File: config.mk
export PLATFORM = sky130hd
export DESIGN_NAME = fetch_dispatch_ctrl_flat
export DESIGN_NICKNAME = d
export VERILOG_FILES = /design/src/rtl/fetch_dispatch_ctrl_pkg.sv /design/src/rtl/fetch_dispatch_ctrl_if.sv /design/src/rtl/fetch_dispatch_ctrl_wait_timer.sv /design/src/rtl/fetch_dispatch_ctrl.sv /design/src/flat_wrapper.sv
export SDC_FILE = /design/constraint.sdc
export NUM_CORES = 1
export LEC_CHECK = 0
export ABC_AREA = 0
export CORE_MARGIN = 1.5
export CORE_UTILIZATION = 30
export DETAILED_ROUTE_END_ITERATION = 10
export PLACE_DENSITY = 0.59
export SYNTH_ARGS = -nofsm -noshare
export SYNTH_HDL_FRONTEND = slang
export SYNTH_SLANG_ARGS = --single-unit
File: constraint.sdc
create_clock -name clk -period 4.46 [get_ports clk]
set_input_delay 0.669 -clock clk [delete_from_list [all_inputs] [get_ports clk]]
set_output_delay 0.669 -clock clk [all_outputs]
set_load 0.03 [all_outputs]
File: src/rtl/fetch_dispatch_ctrl_pkg.sv
`default_nettype none
// ============================================================================
// Module   : fetch_dispatch_ctrl_pkg
// Brief    : Opcode constants, instruction field positions and FSM types
//            shared by the fetch/dispatch controller and the ALU-op sequencer.
// Revision : 1.0 - initial release
// ============================================================================
package fetch_dispatch_ctrl_pkg;

  localparam logic [3:0] OP_ADD  = 4'h0;
  localparam logic [3:0] OP_SUB  = 4'h1;
  localparam logic [3:0] OP_NOT  = 4'h2;
  localparam logic [3:0] OP_AND  = 4'h3;
  localparam logic [3:0] OP_OR   = 4'h4;
  localparam logic [3:0] OP_XOR  = 4'h5;
  localparam logic [3:0] OP_XNOR = 4'h6;
  localparam logic [3:0] OP_ADDI = 4'h7;
  localparam logic [3:0] OP_SUBI = 4'h8;
  localparam logic [3:0] OP_NOP  = 4'hE;
  localparam logic [3:0] OP_HALT = 4'hF;

  localparam int OPC_MSB = 15;
  localparam int OPC_LSB = 12;
  localparam int REGI_MSB = 11;
  localparam int REGI_LSB = 8;
  localparam int REGJ_MSB = 7;
  localparam int REGJ_LSB = 4;
  localparam int IMM_MSB = 3;
  localparam int IMM_LSB = 0;

  typedef enum logic [2:0] {
    ST_FETCH   = 3'd0,
    ST_MEMWAIT = 3'd1,
    ST_DECODE  = 3'd2,
    ST_START   = 3'd3,
    ST_WAIT    = 3'd4,
    ST_ADVANCE = 3'd5,
    ST_HALT    = 3'd6
  } state_e;

  typedef enum logic [1:0] {
    DEC_ALU     = 2'd0,
    DEC_NOP     = 2'd1,
    DEC_HALT    = 2'd2,
    DEC_ILLEGAL = 2'd3
  } dec_e;

  // Codes 9..D have no meaning and are reported as illegal.
  function automatic dec_e classify(input logic [3:0] op);
    dec_e r;
    if (op <= OP_SUBI) begin
      r = DEC_ALU;
    end else if (op == OP_NOP) begin
      r = DEC_NOP;
    end else if (op == OP_HALT) begin
      r = DEC_HALT;
    end else begin
      r = DEC_ILLEGAL;
    end
    return r;
  endfunction

endpackage
`default_nettype wire

File: src/rtl/fetch_dispatch_ctrl_if.sv
`default_nettype none
// ============================================================================
// Module   : fetch_dispatch_ctrl_if
// Brief    : Instruction-memory read port plus ALU start/done handshake and
//            decoded instruction fields.
// Revision : 1.0 - initial release
// ============================================================================
interface fetch_dispatch_ctrl_if #(
  parameter int ADDR_W = 8
);
  logic              memRdEn;
  logic [ADDR_W-1:0] memAddr;
  logic [15:0]       memData;
  logic              memValid;
  logic              ALUstr;
  logic [3:0]        opCode;
  logic [3:0]        regI;
  logic [3:0]        regJ;
  logic [3:0]        imm;
  logic              aluDone;

  modport master (
    output memRdEn, memAddr, ALUstr, opCode, regI, regJ, imm,
    input  memData, memValid, aluDone
  );

  modport slave (
    input  memRdEn, memAddr, ALUstr, opCode, regI, regJ, imm,
    output memData, memValid, aluDone
  );
endinterface
`default_nettype wire

File: src/rtl/fetch_dispatch_ctrl_wait_timer.sv
`default_nettype none
// ============================================================================
// Module   : wait_timer
// Brief    : Loadable down-counter; expired_o is high while the count is zero.
// Revision : 1.0 - initial release
// ============================================================================
module wait_timer #(
  parameter int WIDTH = 6
) (
  input  wire logic             clk,
  input  wire logic             rst,
  input  wire logic             load_i,
  input  wire logic [WIDTH-1:0] load_val_i,
  input  wire logic             en_i,
  output logic                  expired_o
);

  logic [WIDTH-1:0] count_q;
  logic [WIDTH-1:0] count_d;

  always_comb begin
    count_d = count_q;
    if (load_i) begin
      count_d = load_val_i;
    end else if (en_i && (count_q != '0)) begin
      count_d = count_q - WIDTH'(1);
    end
  end

  always_ff @(posedge clk or posedge rst) begin
    if (rst) begin
      count_q <= '0;
    end else begin
      count_q <= count_d;
    end
  end

  assign expired_o = (count_q == '0);

endmodule
`default_nettype wire

File: src/rtl/fetch_dispatch_ctrl.sv
`default_nettype none
// ============================================================================
// Module   : fetch_dispatch_ctrl
// Brief    : Fetches instructions, dispatches them to the ALU-op sequencer with
//            a one-cycle start pulse, and advances the PC on done.
// Revision : 1.0 - initial release
// ============================================================================
module fetch_dispatch_ctrl
  import fetch_dispatch_ctrl_pkg::*;
#(
  parameter int                ADDR_W   = 8,
  parameter int                TIMEOUT  = 64,
  parameter logic [ADDR_W-1:0] RESET_PC = '0
) (
  input  wire logic              clk,
  input  wire logic              reset,
  fetch_dispatch_ctrl_if.master  bus,
  output logic [ADDR_W-1:0]      pc,
  output logic                   halted,
  output logic                   err
);

  localparam int TW = (TIMEOUT > 2) ? $clog2(TIMEOUT) : 1;
  // Loaded in START; reaching zero marks the last WAIT cycle (TIMEOUT-1 WAITs).
  localparam logic [TW-1:0] TMR_LOAD = TW'(TIMEOUT - 2);

  state_e            state_q, state_d;
  logic [ADDR_W-1:0] pc_q, pc_d;
  logic [15:0]       ir_q, ir_d;
  logic              err_q, err_d;
  logic              memrd_q, memrd_d;
  logic              tmr_load, tmr_en, tmr_expired;

  wait_timer #(
    .WIDTH (TW)
  ) u_wait_timer (
    .clk        (clk),
    .rst        (reset),
    .load_i     (tmr_load),
    .load_val_i (TMR_LOAD),
    .en_i       (tmr_en),
    .expired_o  (tmr_expired)
  );

  always_comb begin
    state_d  = state_q;
    pc_d     = pc_q;
    ir_d     = ir_q;
    err_d    = err_q;
    tmr_load = 1'b0;
    tmr_en   = 1'b0;
    unique case (state_q)
      ST_FETCH: begin
        state_d = ST_MEMWAIT;
      end
      ST_MEMWAIT: begin
        if (bus.memValid == 1'b1) begin
          ir_d    = bus.memData;
          state_d = ST_DECODE;
        end
      end
      ST_DECODE: begin
        unique case (classify(ir_q[OPC_MSB:OPC_LSB]))
          DEC_ALU:  state_d = ST_START;
          DEC_NOP:  state_d = ST_ADVANCE;
          DEC_HALT: state_d = ST_HALT;
          default: begin
            err_d   = 1'b1;
            state_d = ST_ADVANCE;
          end
        endcase
      end
      ST_START: begin
        tmr_load = 1'b1;
        state_d  = ST_WAIT;
      end
      ST_WAIT: begin
        // A done arriving in the final counted cycle still completes normally.
        if (bus.aluDone == 1'b1) begin
          state_d = ST_ADVANCE;
        end else if (tmr_expired) begin
          err_d   = 1'b1;
          state_d = ST_HALT;
        end else begin
          tmr_en = 1'b1;
        end
      end
      ST_ADVANCE: begin
        pc_d    = pc_q + ADDR_W'(1);
        state_d = ST_FETCH;
      end
      ST_HALT: begin
        state_d = ST_HALT;
      end
      default: begin
        state_d = ST_FETCH;
      end
    endcase
    memrd_d = (state_d == ST_MEMWAIT);
  end

  always_ff @(posedge clk or posedge reset) begin
    if (reset) begin
      state_q <= ST_FETCH;
      pc_q    <= RESET_PC;
      ir_q    <= '0;
      err_q   <= 1'b0;
      memrd_q <= 1'b0;
    end else begin
      state_q <= state_d;
      pc_q    <= pc_d;
      ir_q    <= ir_d;
      err_q   <= err_d;
      memrd_q <= memrd_d;
    end
  end

  assign bus.memRdEn = memrd_q;
  assign bus.memAddr = pc_q;
  assign bus.ALUstr  = (state_q == ST_START);
  assign bus.opCode  = ir_q[OPC_MSB:OPC_LSB];
  assign bus.regI    = ir_q[REGI_MSB:REGI_LSB];
  assign bus.regJ    = ir_q[REGJ_MSB:REGJ_LSB];
  assign bus.imm     = ir_q[IMM_MSB:IMM_LSB];

  assign pc     = pc_q;
  assign halted = (state_q == ST_HALT);
  assign err    = err_q;

endmodule
`default_nettype wire

File: src/flat_wrapper.sv
// flat-port wrapper written by rule: the top's interface ports become plain ports
module fetch_dispatch_ctrl_flat import fetch_dispatch_ctrl_pkg::*;
#(
  parameter int                ADDR_W   = 8,
  parameter int                TIMEOUT  = 64,
  parameter logic [ADDR_W-1:0] RESET_PC = '0
)
  (clk, reset, pc, halted, err, bus_memRdEn, bus_memAddr, bus_ALUstr, bus_opCode, bus_regI, bus_regJ, bus_imm, bus_memData, bus_memValid, bus_aluDone);
  fetch_dispatch_ctrl_if #(.ADDR_W(ADDR_W)) bus_i ();
  input  wire logic clk;
  input  wire logic reset;
  output logic [ADDR_W-1:0] pc;
  output logic halted;
  output logic err;
  output wire logic [$bits(bus_i.memRdEn)-1:0] bus_memRdEn;
  output wire logic [$bits(bus_i.memAddr)-1:0] bus_memAddr;
  output wire logic [$bits(bus_i.ALUstr)-1:0] bus_ALUstr;
  output wire logic [$bits(bus_i.opCode)-1:0] bus_opCode;
  output wire logic [$bits(bus_i.regI)-1:0] bus_regI;
  output wire logic [$bits(bus_i.regJ)-1:0] bus_regJ;
  output wire logic [$bits(bus_i.imm)-1:0] bus_imm;
  input wire logic [$bits(bus_i.memData)-1:0] bus_memData;
  input wire logic [$bits(bus_i.memValid)-1:0] bus_memValid;
  input wire logic [$bits(bus_i.aluDone)-1:0] bus_aluDone;
  assign bus_memRdEn = bus_i.memRdEn;
  assign bus_memAddr = bus_i.memAddr;
  assign bus_ALUstr = bus_i.ALUstr;
  assign bus_opCode = bus_i.opCode;
  assign bus_regI = bus_i.regI;
  assign bus_regJ = bus_i.regJ;
  assign bus_imm = bus_i.imm;
  assign bus_i.memData = bus_memData;
  assign bus_i.memValid = bus_memValid;
  assign bus_i.aluDone = bus_aluDone;
  fetch_dispatch_ctrl #(.ADDR_W(ADDR_W), .TIMEOUT(TIMEOUT), .RESET_PC(RESET_PC)) u_core (.clk(clk), .reset(reset), .bus(bus_i), .pc(pc), .halted(halted), .err(err));
endmodule
==> impl_metrics.ini, run 1 <==
[clocking]
cts-resized-gates = 0
insertion_delay_ns = 0.28
cts_setup_buffers = 0
tritoncts = done
clkTransAtPathRegs_ns = 0.06
numCtsBuffers = 5
cts_root_buf = clkbuf_8
cts_num_sinks = 35
cts_hold_buf = 0
cts_max_path_buffers = 2
htree_levels = 2

[worst_setup_path]
path_max_fanout = 9
worstReg2RegStart = u_core.state_q[0]
endpoint = bus_ALUstr
cp_top_family = buffers and inverters
end_kind = primary output
max_stage_delay_ns = 0.70
cp_data_arrival_time_ns = 1.90
cp-startpoint = u_core.state_q[1]
critical_path.cell_chain = and3b_2, clkdlybuf4s50_1
cp_num_buf_inv = 1
crit_type = flop to primary output
timing.reg2reg.setup_slack_ns = 2.63
reg2regPathDepth = 3
cp.depth = 2
critPathLaunchType = flop
worst_ep_required_time_ns = 3.79
cp_slowest_cell = clkdlybuf4s50_1
rr_endpoint = u_core.ir_q[0]

[timing]
worst_slew_pin_slew_ns = 0.801
fin_crit_ns = 2.57
finalCritPeriodShare_pct = 57.6
max_freq_ghz = 0.389
fin_skew_ns = 0.00558
hold_violations = 0
setup_violations = 0
maxSlewHeadroom_pct = 46.5
holdWs_ns = 0.487
rsz0062_at_grt = no
tns_ns = 0
slew_violations = 0

[layout]
diodes = 0
final_util_pct = 42.4
nets = 208
fillers = 505
final_common_cell = clkdlybuf4s50_1
area_delta_synth_final_pct = 37.2
layout_common_cells = clkdlybuf4s50_1 (55), dfrtp_1 (35), nor2_1 (11)
fin_cells = 259
drive_above_1_share_pct = 12.8

[placement]
portBuffers = 55
place.gp.congestion = 0.738
dp_cells = 251
dpl.hpwl_mm = 2.43

[synth]
syn_area_per_cell_sq_um = 12.4
synth_top_family_by_area = multiplexers
yosysUniqueCellTypes = 36
yosys_warnings = 0
yosys.area_share.xor_xnor_pct = 3.65
synth_top_flop_cell = dfrtp_1
synth_edf_count = 0
synth_fp_nets = 158
synth-compound-area-share_pct = 5.06
syn_area_sq_um = 1680
postSynthCellCount = 136
ys_seq_area_share_pct = 52.1
synth-simple-area-share_pct = 14.5
synthArstFlopShare_pct = 100
synth_fa_ha_area_share_pct = 1.49
synthMuxAreaShare_pct = 15.6
synth_seq_cells = 35

[route]
drtIter0Drc = 49
post-route-drc-count = 0
wire_per_inst_um = 13.2
via_count = 1211
wirelength_mm = 3.43
post_drt_via_cell_ratio = 4.68
firstDrtPassIters = 4
detail-route-antenna-nets = 0

[floorplan]
die_area_sq_um = 6060
die_w_um = 77.8
ios = 56
fp.coreArea_sq_um = 5440
rows = 27
die_h_um = 77.8
initial_utilization_pct = 30.9

[pwr]
sw_frac_of_total_pct = 42.0
internal_power_mw = 0.906
p_leak_nw = 0.966
power_density_nw_per_um2 = 677
pwr-share-comb_pct = 49.2
power.switching_mw = 0.655
p_clk_share_pct = 13.8
seq_power_share_pct = 37.0
vdd.ir_drop.worst_uv = 395
total_power_mw = 1.56

[global_routing]
grt_usage_pct = 12.6
antenna_found_initial = 0
grt_max_degree = 36
grt_pass1_vias = 1252
grt_pass1_wl_mm = 6.00
grt.overflow.total = 0

[min_path]
hold_class = flop to flop

[outcome]
status = complete, no violations

[flow_run]
drv_cap = 0
==> synth_stat cells (all sizes together), types with 2 or more instances <==
library cell / n / area (sq um)
nand4: 3 / 18.8
mux2: 18 / 203
inv: 6 / 22.5
and4: 2 / 17.5
nor2: 11 / 41.3
and3b: 3 / 30.0
nand2: 3 / 11.3
nand3: 7 / 35.0
dfrtp: 35 / 876
a211o: 2 / 20.0
mux2i: 6 / 60.1
xnor2: 6 / 52.6
nor3: 3 / 26.3
ha: 2 / 25.0
o21ai: 2 / 13.8
buf: 13 / 104
==> flip-flops by register name, indices dropped and copies added, names as in the netlist <==
name	cells
u_core.state_q	3
u_core.err	1
u_core.bus.memAddr	8
u_core.bus.memRdEn	1
u_core.u_wait_timer.count_q	6
u_core.ir_q	16
==> power by group through the flow <==
stage / Combinational, mW / Sequential (mW) / Clock [mW]
6_report: 0.768 / 0.578 / 0.215
4_1_cts: 0.778 / 0.579 / 0.226
2_1_floorplan: 0.332 / 0.743 / 0
3_3_place_gp: 0.758 / 0.578 / 0
5_1_grt: 0.817 / 0.604 / 0.239
3_5_place_dp: 0.771 / 0.585 / 0
==> worst reg2reg max path, stage by stage, from the launching register on <==
cell and delay, ns:
dfrtp_1 0.53, nand2_1 0.14, nor3_4 0.64, mux2_2 0.42
==> worst min-delay path by stage <==
stage / from / end / slack (ns) / cells after the start
finish: u_core.ir_q[4] / u_core.ir_q[4] / 0.49 / 1
detailed placement: u_core.err / u_core.err / 0.46 / 1
CTS: u_core.err / u_core.err / 0.49 / 1
global route: u_core.bus.memAddr[7] / u_core.bus.memAddr[7] / 0.51 / 1
global placement: u_core.ir_q[6] / u_core.ir_q[6] / 0.47 / 1
floorplan: u_core.u_wait_timer.count_q[3] / u_core.u_wait_timer.count_q[3] / 0.47 / 1
==> logic make-up (layout without fill, tap and decap cells) <==
kind of cell | Yosys count | in the layout
adder cells (fa/ha/maj) | 2 | 2
flip-flops | 35 | 35
buffers and inverters | 19 | 70
AO/OA/AOI/OAI | 11 | 11
multiplexers | 24 | 24
XOR/XNOR | 7 | 7
AND/OR/NAND/NOR | 38 | 38
==> routing by layer <==
metal  up-vias  share of wire [%]  GRT usage, %
met5         -                  0             0
met4         0               0.99          4.36
met3         4                8.3          4.82
met2        47                 47          20.3
met1       585                 44          15.4
li1        575                  -             -
==> stage by stage <==
stage	area (sq um)	setup slack, ns
detailed placement	2220	2.00
floorplan	1680	2.74
global placement	2220	2.08
global route	2310	1.80
CTS	2310	1.89
finish	2310	1.89
==> cell type report <==
| cell class | count | area, sq um | share of cell area [%] |
|---|---|---|---|
| Clock buffer | 7 | 76.3 | 3.31 |
| Clock inverter | 1 | 5.00 | 0.217 |
| Inverter | 6 | 22.5 | 0.977 |
| Multi-Input combinational cell | 82 | 678 | 29.4 |
| Sequential cell | 35 | 876 | 38.0 |
| Tap cell | 72 | 90.1 | 3.91 |
| Timing Repair Buffer | 56 | 558 | 24.2 |
No activity file was read; power rests on OpenSTA's default activity.
==> run 2: changes to the inputs <==
--- a/config.mk
+++ b/config.mk
@@ -9,7 +9,7 @@
 export CORE_MARGIN = 1.5
 export CORE_UTILIZATION = 30
 export DETAILED_ROUTE_END_ITERATION = 10
-export PLACE_DENSITY = 0.59
+export PLACE_DENSITY = 0.62
 export SYNTH_ARGS = -nofsm -noshare
 export SYNTH_HDL_FRONTEND = slang
 export SYNTH_SLANG_ARGS = --single-unit
==> constraint.sdc (replaced) <==
create_clock -name clk -period 2.2 [get_ports clk]
set_input_delay 0.33 -clock clk [delete_from_list [all_inputs] [get_ports clk]]
set_output_delay 0.33 -clock clk [all_outputs]
set_load 0.03 [all_outputs]
==> run 2 against run 1 <==
Critical path type unchanged. Wire length shrank 6.0%. Combinational power grew 110%. Largest cell class unchanged. Flip-flop and latch count is the same. Clock power grew 140%. Total power grew 110%. Clock-buffer cell count is the same.
==> impl_metrics.ini, run 2 (same netlist as run 1, synthesis figures left out) <==
[outcome]
status = complete, no violations

[clocking]
cts_hold_buf = 0
numCtsBuffers = 5
tritoncts = done
cts_root_buf = clkbuf_8
clkTransAtPathRegs_ns = 0.07
cts_max_path_buffers = 2
htree_levels = 2
insertion_delay_ns = 0.28
cts_num_sinks = 35

[flow_run]
drv_cap = 0

[global_routing]
grt_pass1_wl_mm = 5.60
grt_max_degree = 36
antenna_found_initial = 0
grt_usage_pct = 11.8
grt_pass1_vias = 1243
grt.overflow.total = 0

[floorplan]
ios = 56
fp.coreArea_sq_um = 5440
initial_utilization_pct = 30.9
rows = 27
die_w_um = 77.8
die_h_um = 77.8
die_area_sq_um = 6060

[worst_setup_path]
max_stage_delay_ns = 0.69
worstReg2RegStart = u_core.u_wait_timer.count_q[2]
endpoint = halted
cp.depth = 3
path_max_fanout = 9
end_kind = primary output
worst_ep_required_time_ns = 1.87
cp_data_arrival_time_ns = 1.76
critPathLaunchType = flop
cp_slowest_cell = clkdlybuf4s50_1
cp-startpoint = u_core.state_q[0]
critical_path.cell_chain = nand2b_1, nor2_1, clkdlybuf4s50_1
cp_num_buf_inv = 1
timing.reg2reg.setup_slack_ns = 0.54
cp_top_family = buffers and inverters
rr_endpoint = u_core.u_wait_timer.count_q[0]
crit_type = flop to primary output
reg2regPathDepth = 3

[timing]
tns_ns = 0
rsz0062_at_grt = no
maxSlewHeadroom_pct = 69.4
slew_violations = 0
max_freq_ghz = 0.478
fin_crit_ns = 2.09
setup_violations = 0
worst_slew_pin_slew_ns = 0.459
hold_violations = 0
finalCritPeriodShare_pct = 95.1
fin_skew_ns = 0.00760
setup_ws_ns = 0.109

[layout]
nets = 211
largest_reg_flops = 16
layout_common_cells = clkdlybuf4s50_1 (55), dfrtp_1 (34), nor2_1 (11)
final-seq-area_sq_um = 877
drive_above_1_share_pct = 15.8
final_common_cell = clkdlybuf4s50_1
fillers = 533
largest_register = u_core.ir_q
area_delta_synth_final_pct = 40.0
multi_input_area_sq_um = 678
diodes = 0

[pwr]
power_density_nw_per_um2 = 1380
total_power_mw = 3.25
vdd.ir_drop.worst_uv = 609
p_leak_nw = 0.989

[route]
detail-route-antenna-nets = 0
post_drt_via_cell_ratio = 4.61
via_count = 1209
post-route-drc-count = 0
firstDrtPassIters = 4
drtIter0Drc = 88
wire_per_inst_um = 12.3
wirelength_mm = 3.23

[placement]
dpl.hpwl_mm = 2.29
portBuffers = 55
place.gp.congestion = 0.820
pre_cts_ws_ns = 0.346

[min_path]
hold_class = input port to asynchronous set/reset pin
[run 2: cell count changes in the layout (fill, tap and decap cells not counted), sizes merged]
cell      before  now
buf            1    4
clkinv         1    0
clkinvlp       0    1
[run 2: timing repair]
| item | 4_1_cts | 5_1_grt |
|---|---|---|
| hold endpoints to repair | 0 | 0 |
| resized for setup | 0 | 1 |
| setup buffers | 0 | 0 |
| setup endpoints to repair | 0 | 1 |
[run 2: worst reg2reg max path: cells and delay by family, from the launching register on]
kind	cells	cell delay, ns
AND/OR/NAND/NOR	1	0.58
multiplexers	1	0.35
flip-flops	1	0.43
AO/OA/AOI/OAI	1	0.18
[run 2: power by group]
group / internal [mW] / switching (mW) / total, mW
clock: 0.285 / 0.233 / 0.518
sequential: 0.898 / 0.255 / 1.15
combinational: 0.739 / 0.838 / 1.58
total: 1.92 / 1.33 / 3.25
[run 2: metrics by stage]
stage               hold slack (ns)  instance area [sq um]  instances  utilization (%)
floorplan                     0.435                   1680        136                -
global placement              0.466                   2250        254             41.3
detailed placement            0.465                   2250        254             41.3
CTS                           0.472                   2350        262             43.2
global route                  0.494                   2350        262             43.2
finish                        0.439                   2350        262             43.2
[run 2: worst min-delay path by stage]
stage | startpoint | to | slack [ns] | cells after the start
CTS | reset | u_core.ir_q[11] | 0.47 | 3
global placement | u_core.ir_q[6] | u_core.ir_q[6] | 0.47 | 1
finish | reset | u_core.ir_q[11] | 0.44 | 3
global route | u_core.err | u_core.err | 0.49 | 1
floorplan | bus_memValid | u_core.bus.memRdEn | 0.43 | 1
detailed placement | u_core.err | u_core.err | 0.47 | 1
[run 2: area by class of cell]
class,instances,share of cell area [%]
sequential,35,37.3
tap,72,3.83
multi-input combinational,82,28.8
timing repair buffer,59,24.7
clock buffer,7,4.10
inverter,6,0.957
clock inverter,1,0.319
[run 2: metal layers]
metal  up-vias  routed length [um]  GRT usage [%]
met5         -                   0              0
met4         0                  36           4.36
met3         5                 289           5.53
met2        43                1470           18.8
met1       583                1430           13.8
li1        578                   -              -
